File: src/rtl/fetch_queue_if.sv
// Fetch front-end bus: instruction memory port, decode handshake,
// execute-stage redirect and occupancy.
interface fetch_queue_if #(
    parameter int ADDR_W = 64,
    parameter int INST_W = 32,
    parameter int QDEPTH = 4
);
    localparam int CW = $clog2(QDEPTH) + 1;

    logic [ADDR_W-1:0] imem_addr;
    logic [INST_W-1:0] imem_rdata;
    logic              out_valid;
    logic              out_ready;
    logic [INST_W-1:0] out_inst;
    logic [ADDR_W-1:0] out_pc;
    logic [ADDR_W-1:0] out_pc4;
    logic              redirect;
    logic [1:0]        br_sel;
    logic [ADDR_W-1:0] br_pc;
    logic [25:0]       br_imm;
    logic [ADDR_W-1:0] br_reg;
    logic [CW-1:0]     occupancy;

    modport master (
        output imem_addr,
        input  imem_rdata,
        output out_valid,
        input  out_ready,
        output out_inst,
        output out_pc,
        output out_pc4,
        input  redirect,
        input  br_sel,
        input  br_pc,
        input  br_imm,
        input  br_reg,
        output occupancy
    );

    modport slave (
        input  imem_addr,
        output imem_rdata,
        input  out_valid,
        output out_ready,
        input  out_inst,
        input  out_pc,
        input  out_pc4,
        output redirect,
        output br_sel,
        output br_pc,
        output br_imm,
        output br_reg,
        input  occupancy
    );
endinterface

File: src/rtl/fetch_queue_unit.sv
// Instruction fetch front end: PC register, prefetch queue of
// {pc, inst} pairs, branch target generation and redirect flush.
module fetch_queue_unit #(
    parameter int              ADDR_W   = 64,
    parameter int              INST_W   = 32,
    parameter int              QDEPTH   = 4,
    parameter logic [ADDR_W-1:0] RESET_PC = '0
) (
    input  logic          clk,
    input  logic          reset,
    fetch_queue_if.master bus
);
    localparam int PW = $clog2(QDEPTH);
    localparam int CW = PW + 1;

    logic [ADDR_W-1:0] r_fetch_pc;
    logic [PW-1:0]     r_rd;
    logic [PW-1:0]     r_wr;
    logic [CW-1:0]     r_count;
    logic [ADDR_W-1:0] r_pc_q   [QDEPTH];
    logic [INST_W-1:0] r_inst_q [QDEPTH];

    logic              w_empty;
    logic              w_full;
    logic              w_pop;
    logic              w_push;
    logic [ADDR_W-1:0] w_off19;
    logic [ADDR_W-1:0] w_off26;
    logic [ADDR_W-1:0] w_reg_tgt;
    logic [ADDR_W-1:0] w_target;

    assign w_empty = (r_count == '0);
    assign w_full  = (r_count == CW'(QDEPTH));
    assign w_pop   = ~w_empty & bus.out_ready & ~bus.redirect;
    assign w_push  = ~bus.redirect & (~w_full | w_pop);

    // Offsets are word counts: sign-extend, then scale by 4.
    assign w_off19 = {{(ADDR_W-21){bus.br_imm[18]}},
                      bus.br_imm[18:0], 2'b00};
    assign w_off26 = {{(ADDR_W-28){bus.br_imm[25]}},
                      bus.br_imm[25:0], 2'b00};
    assign w_reg_tgt = bus.br_reg & ~ADDR_W'(3);

    always_comb begin
        w_target = w_reg_tgt;
        unique case (1'b1)
            (bus.br_sel == 2'b00): w_target = bus.br_pc + w_off19;
            (bus.br_sel == 2'b01): w_target = bus.br_pc + w_off26;
            default:               w_target = w_reg_tgt;
        endcase
    end

    always_ff @(posedge clk) begin
        if (reset) begin
            r_fetch_pc <= RESET_PC;
            r_rd       <= '0;
            r_wr       <= '0;
            r_count    <= '0;
        end else if (bus.redirect) begin
            r_fetch_pc <= w_target;
            r_rd       <= '0;
            r_wr       <= '0;
            r_count    <= '0;
        end else begin
            if (w_push) begin
                r_fetch_pc <= r_fetch_pc + ADDR_W'(4);
                r_wr       <= r_wr + PW'(1);
            end
            if (w_pop) begin
                r_rd <= r_rd + PW'(1);
            end
            r_count <= r_count + CW'(w_push) - CW'(w_pop);
        end
    end

    // Payload needs no reset; the count alone decides validity.
    always_ff @(posedge clk) begin
        if (w_push) begin
            r_pc_q[r_wr]   <= r_fetch_pc;
            r_inst_q[r_wr] <= bus.imem_rdata;
        end
    end

    assign bus.imem_addr = r_fetch_pc;
    assign bus.out_valid = ~w_empty;
    assign bus.out_inst  = r_inst_q[r_rd];
    assign bus.out_pc    = r_pc_q[r_rd];
    assign bus.out_pc4   = r_pc_q[r_rd] + ADDR_W'(4);
    assign bus.occupancy = r_count;

endmodule

File: src/flat_wrapper.sv
// flat-port wrapper written by rule: the top's interface ports become plain ports
module fetch_queue_unit_flat 
#(
    parameter int              ADDR_W   = 64,
    parameter int              INST_W   = 32,
    parameter int              QDEPTH   = 4,
    parameter logic [ADDR_W-1:0] RESET_PC = '0
)
  (clk, reset, bus_imem_addr, bus_imem_rdata, bus_out_valid, bus_out_ready, bus_out_inst, bus_out_pc, bus_out_pc4, bus_redirect, bus_br_sel, bus_br_pc, bus_br_imm, bus_br_reg, bus_occupancy);
  fetch_queue_if #(.ADDR_W(ADDR_W), .INST_W(INST_W), .QDEPTH(QDEPTH)) bus_i ();
  input  logic clk;
  input  logic reset;
  output wire logic [$bits(bus_i.imem_addr)-1:0] bus_imem_addr;
  input wire logic [$bits(bus_i.imem_rdata)-1:0] bus_imem_rdata;
  output wire logic [$bits(bus_i.out_valid)-1:0] bus_out_valid;
  input wire logic [$bits(bus_i.out_ready)-1:0] bus_out_ready;
  output wire logic [$bits(bus_i.out_inst)-1:0] bus_out_inst;
  output wire logic [$bits(bus_i.out_pc)-1:0] bus_out_pc;
  output wire logic [$bits(bus_i.out_pc4)-1:0] bus_out_pc4;
  input wire logic [$bits(bus_i.redirect)-1:0] bus_redirect;
  input wire logic [$bits(bus_i.br_sel)-1:0] bus_br_sel;
  input wire logic [$bits(bus_i.br_pc)-1:0] bus_br_pc;
  input wire logic [$bits(bus_i.br_imm)-1:0] bus_br_imm;
  input wire logic [$bits(bus_i.br_reg)-1:0] bus_br_reg;
  output wire logic [$bits(bus_i.occupancy)-1:0] bus_occupancy;
  assign bus_imem_addr = bus_i.imem_addr;
  assign bus_i.imem_rdata = bus_imem_rdata;
  assign bus_out_valid = bus_i.out_valid;
  assign bus_i.out_ready = bus_out_ready;
  assign bus_out_inst = bus_i.out_inst;
  assign bus_out_pc = bus_i.out_pc;
  assign bus_out_pc4 = bus_i.out_pc4;
  assign bus_i.redirect = bus_redirect;
  assign bus_i.br_sel = bus_br_sel;
  assign bus_i.br_pc = bus_br_pc;
  assign bus_i.br_imm = bus_br_imm;
  assign bus_i.br_reg = bus_br_reg;
  assign bus_occupancy = bus_i.occupancy;
  fetch_queue_unit #(.ADDR_W(ADDR_W), .INST_W(INST_W), .QDEPTH(QDEPTH), .RESET_PC(RESET_PC)) u_core (.clk(clk), .reset(reset), .bus(bus_i));
endmodule
File: config.mk
export PLATFORM = sky130hd
export DESIGN_NAME = fetch_queue_unit_flat
export DESIGN_NICKNAME = d
export VERILOG_FILES = /design/src/rtl/fetch_queue_if.sv /design/src/rtl/fetch_queue_unit.sv /design/src/flat_wrapper.sv
export SDC_FILE = /design/constraint.sdc
export NUM_CORES = 1
export LEC_CHECK = 0
export BUFFER_PORTS_ARGS = -buffer_cell sky130_fd_sc_hd__buf_2
export CORE_AREA = 2 2 260 237
export DETAILED_ROUTE_END_ITERATION = 7
export DIE_AREA = 0 0 262 239
export GPL_ROUTABILITY_DRIVEN = 0
export GPL_TIMING_DRIVEN = 0
export MAX_ROUTING_LAYER = met4
export PLACE_DENSITY_LB_ADDON = 0.12
export SYNTH_ARGS = -nofsm -noshare
export SYNTH_HDL_FRONTEND = slang
export SYNTH_SLANG_ARGS = --single-unit
File: constraint.sdc
create_clock -name clk -period 6 [get_ports clk]
set_clock_uncertainty 0.2 [all_clocks]
set_input_delay 0.6 -clock clk [delete_from_list [all_inputs] [get_ports clk]]
set_output_delay 0.6 -clock clk [all_outputs]
set_load 0.01 [all_outputs]
==> results.toml <==
[global_route]
grt_overflow = 0
grt_pass1_wl_um = 107000
grt_pass1_vias = 17486
grt_antenna_before_repair = 2
grt_use_total = 0.236
grt_max_degree = 51

[detailed_routing]
first_iter_violations = 1426
vias = 17747
drc = 0
drtAntennaViolNets = 0
first_pass_iters = 5
wl_per_cell_um = 22.5
vias_per_cell = 5.50
wl_um = 72800

[worst_setup_path]
crit_path_max_incr_delay_ns = 0.61
critPathMaxFanout = 10
reg2reg_to = "u_core.bus.imem_addr[56]$_SDFFE_PP0N_"
timing.critical_path.from = "bus_br_sel[1]"
critPathKind = "in -> reg"
r2r.worst_path.cells = 8
regToRegSetupSlack_ns = 2.49
worstPathRequired_ns = 6.22
endpoint = "u_core.bus.imem_addr[57]$_SDFFE_PP0N_"
arrival_ns = 5.34
crit_path_top_delay_cell = "a211oi_1"
reg2reg_from = "u_core.bus.imem_addr[25]$_SDFFE_PP0N_"
end_kind = "register"
start_kind = "input pin"
path_cells = "clkbuf_1, inv_1, clkbuf_1, buf_1, nand3_1, nand2_1, ha_1, clkbuf_1, a21oi_1, o21ai_1, a221o_1, a21oi_1, a2bb2oi_1, o21ai_1, a211oi_1, xor2_1, a21oi_1"

[place]
dp_hpwl_um = 55300
portBuffers = 414

[die]
die_h_um = 239
dieArea_sq_um = 62600
core-area_sq_um = 60300
initial_core_util = 0.394
rows = 86
fp.dieW_um = 262
num_io_pins = 420

[power_and_ir_drop]
switching_share = 0.271
irDropWorstVdd_mv = 0.217
p_comb_frac = 0.171
p_sw_mw = 2.18
pwr-share-seq = 0.466
p_total_mw = 8.06
p_int_mw = 5.88
clockPowerShare = 0.363
leakagePower_nw = 10.7
power_density_nw_per_um2 = 281

[synth]
synth_seq_area_share = 0.547
avgSynthCellArea_sq_um = 12.4
ys_dominant_reg_cell = "edfxtp_1"
synth_edf_count = 384
synthTopCellsByArea = "edfxtp_1 49%, mux4_2 8.4%, dfxtp_1 6.2%"
synth-async-reset-ratio = 0
syn-num-nets = 2185
synth.distinct_cells = 94
synth_top_cell_area_share = 0.486
syn_area_sq_um = 23700
yosys_warnings = 0
syn_inst = 1916
synth_area_leader_cell = "edfxtp_1"
ys_ff_latch = 457

[sta]
setup_viol = 0
rsz0062_at_grt = "false"
period_share = 0.854
worst_pin_slew_ns = 1.13
maxSlewHeadroom = 0.238
hold_slack_ns = 0.0416
max_freq_mhz = 195
finalCriticalPeriod_ns = 5.12
hold_viol = 0
setup_tns_ns = 0
drv_slew = 0

[final_layout]
area_delta_synth_final_pct = 20.7
fin_nets = 2666
layout-drive-gt1-share = 0.272

[clock_tree]
ctsHtreeMaxLevel = 2
cts_resized = 0
post_cts_buffers = 0
cts_buffers = 47
cts_sinks = 457
clkSlewWorstSetupHoldPaths_ns = 0.06
cts_buffer_depth = 3
worstSkewPairLatency_ns = 0.57
cts-root-buf = "clkbuf_16"
cts_tree = "built"

[job]
drv_cap = 0

[status]
status = "finished, final reports clean"

[worst_hold_path]
hold_class = "in -> reg"
hold_start = "bus_imem_rdata[8]"
[layout by cell type (no fill, tap or decap), types with 9 or more instances in the layout]
cell type      instances
nand2_1              170
clkbuf_16             47
nor4_1                13
o31ai_1               10
inv_1                 33
xnor2_1              117
o21bai_1              15
clkbuf_1              73
nor3_1                23
nor2_1               172
a21o_1                21
o211ai_1              25
dlygate4sd3_1         11
and3_1                33
nand3_1               72
a2111oi_0             10
a211oi_1              22
buf_2                432
o21ai_0               74
edfxtp_1             384
and2_1                 9
ha_1                  75
clkinv_2              11
nand4_1               50
xor2_1                45
dfxtp_1               73
mux2i_1                9
a21oi_1              109
mux4_2                89
a31oi_1                9
[metrics by stage]
stage | setup slack [ns] | utilization | instance area [sq um] | std cells
2_1_floorplan | 1.38 | - | 23700 | 1916
3_3_place_gp | -1.18 | 0.445 | 26800 | 3122
3_5_place_dp | 0.00966 | 0.448 | 27000 | 3129
4_1_cts | 0.601 | 0.476 | 28700 | 3227
5_1_grt | 0.640 | 0.476 | 28700 | 3227
6_report | 0.878 | 0.476 | 28700 | 3228
[layout make-up]
| class | instances | area, sq um |
|---|---|---|
| multi-input combinational | 1327 | 10200 |
| antenna | 1 | 2.50 |
| fill | 5571 | 31600 |
| buffer | 98 | 483 |
| clock inverter | 28 | 295 |
| inverter | 34 | 128 |
| tap | 792 | 991 |
| sequential | 457 | 13000 |
| timing repair buffer | 432 | 2360 |
| clock buffer | 59 | 1250 |
[logic make-up (layout without fill, tap and decap cells)]
family / Yosys count / count (layout) / synth area share
other: 0 / 1 / 0
buffers and inverters: 132 / 651 / 0.0257
XOR/XNOR: 162 / 162 / 0.0598
multiplexers: 106 / 106 / 0.0964
AO/OA/AOI/OAI: 365 / 365 / 0.0999
AND/OR/NAND/NOR: 617 / 617 / 0.130
flip-flops: 457 / 457 / 0.547
adder cells (fa/ha/maj): 77 / 77 / 0.0412
[cell usage after synthesis (4+ instances only)]
master / number
buf_4: 5
xor2_1: 45
buf_1: 4
and3_1: 37
nor4_1: 13
clkbuf_1: 64
o21bai_1: 15
mux4_2: 89
o21ai_0: 74
buf_6: 4
a311oi_1: 8
or3_1: 8
nand2_1: 171
o31ai_1: 10
a21o_1: 21
a2111oi_0: 10
xnor2_1: 117
and2_1: 9
buf_2: 18
a22oi_1: 4
a211oi_1: 22
edfxtp_1: 384
nor2b_1: 5
a31oi_1: 9
and4_1: 7
inv_1: 33
dfxtp_1: 73
a21oi_1: 109
mux2i_1: 9
nor2_2: 4
a41oi_1: 6
mux4_1: 7
nor3_1: 23
ha_1: 75
o21ai_1: 7
nand2b_1: 5
o211ai_1: 25
nand4_1: 50
nor2_1: 172
nand3_1: 72
nand2_2: 5
o21a_1: 6
[critical path, delay by kind of cell]
kind            cells  cell delay, ns
compound gates      8            2.13
buf+inv             5            1.83
fa+ha+maj           1            0.29
xor+xnor            1            0.25
simple gates        2            0.21
[sequential cells by signal, summed over array words and instances, names as in the netlist, named ones only]
signal                count
u_core.r_wr               2
u_core.r_rd               2
u_core.r_inst_q         128
u_core.bus.occupancy      3
u_core.bus.imem_addr     64
u_core.r_pc_q           256
[metal layers]
metal  GRT usage  part of all wire  vias to the layer above
li1            -                 -                     8309
met1       0.317              0.44                     8683
met2       0.367              0.46                      626
met3      0.0395             0.064                      129
met4      0.0702             0.029                        0
met5           -                 0                        -
[power by group through the flow]
stage | Clock [mW] | Combinational [mW] | Sequential [mW]
detailed placement | 0 | 1.37 | 3.82
CTS | 3.01 | 1.38 | 3.76
finish | 2.93 | 1.38 | 3.76
floorplan | 0 | 0.828 | 3.78
global placement | 0 | 1.35 | 3.83
global route | 3.14 | 1.51 | 3.77
[worst min path at each step]
stage                                       endpoint  slack, ns  cells after the start
floorplan                u_core.r_wr[1]$_SDFFE_PP0P_       0.26                      2
detailed placement       u_core.r_wr[1]$_SDFFE_PP0P_       0.29                      2
finish               u_core.r_inst_q[3][8]$_DFFE_PP_       0.04                      1
global placement         u_core.r_wr[1]$_SDFFE_PP0P_       0.27                      2
CTS                  u_core.r_inst_q[1][8]$_DFFE_PP_      0.001                      1
global route        u_core.r_inst_q[1][24]$_DFFE_PP_       0.01                      1
[what timing repair did]
item / in CTS / in global routing
hold buffers: 11 / 0
setup endpoints to repair: 0 / 0
endpoints found under the hold margin: 36 / 0
No activity file was read; power rests on OpenSTA's default activity.
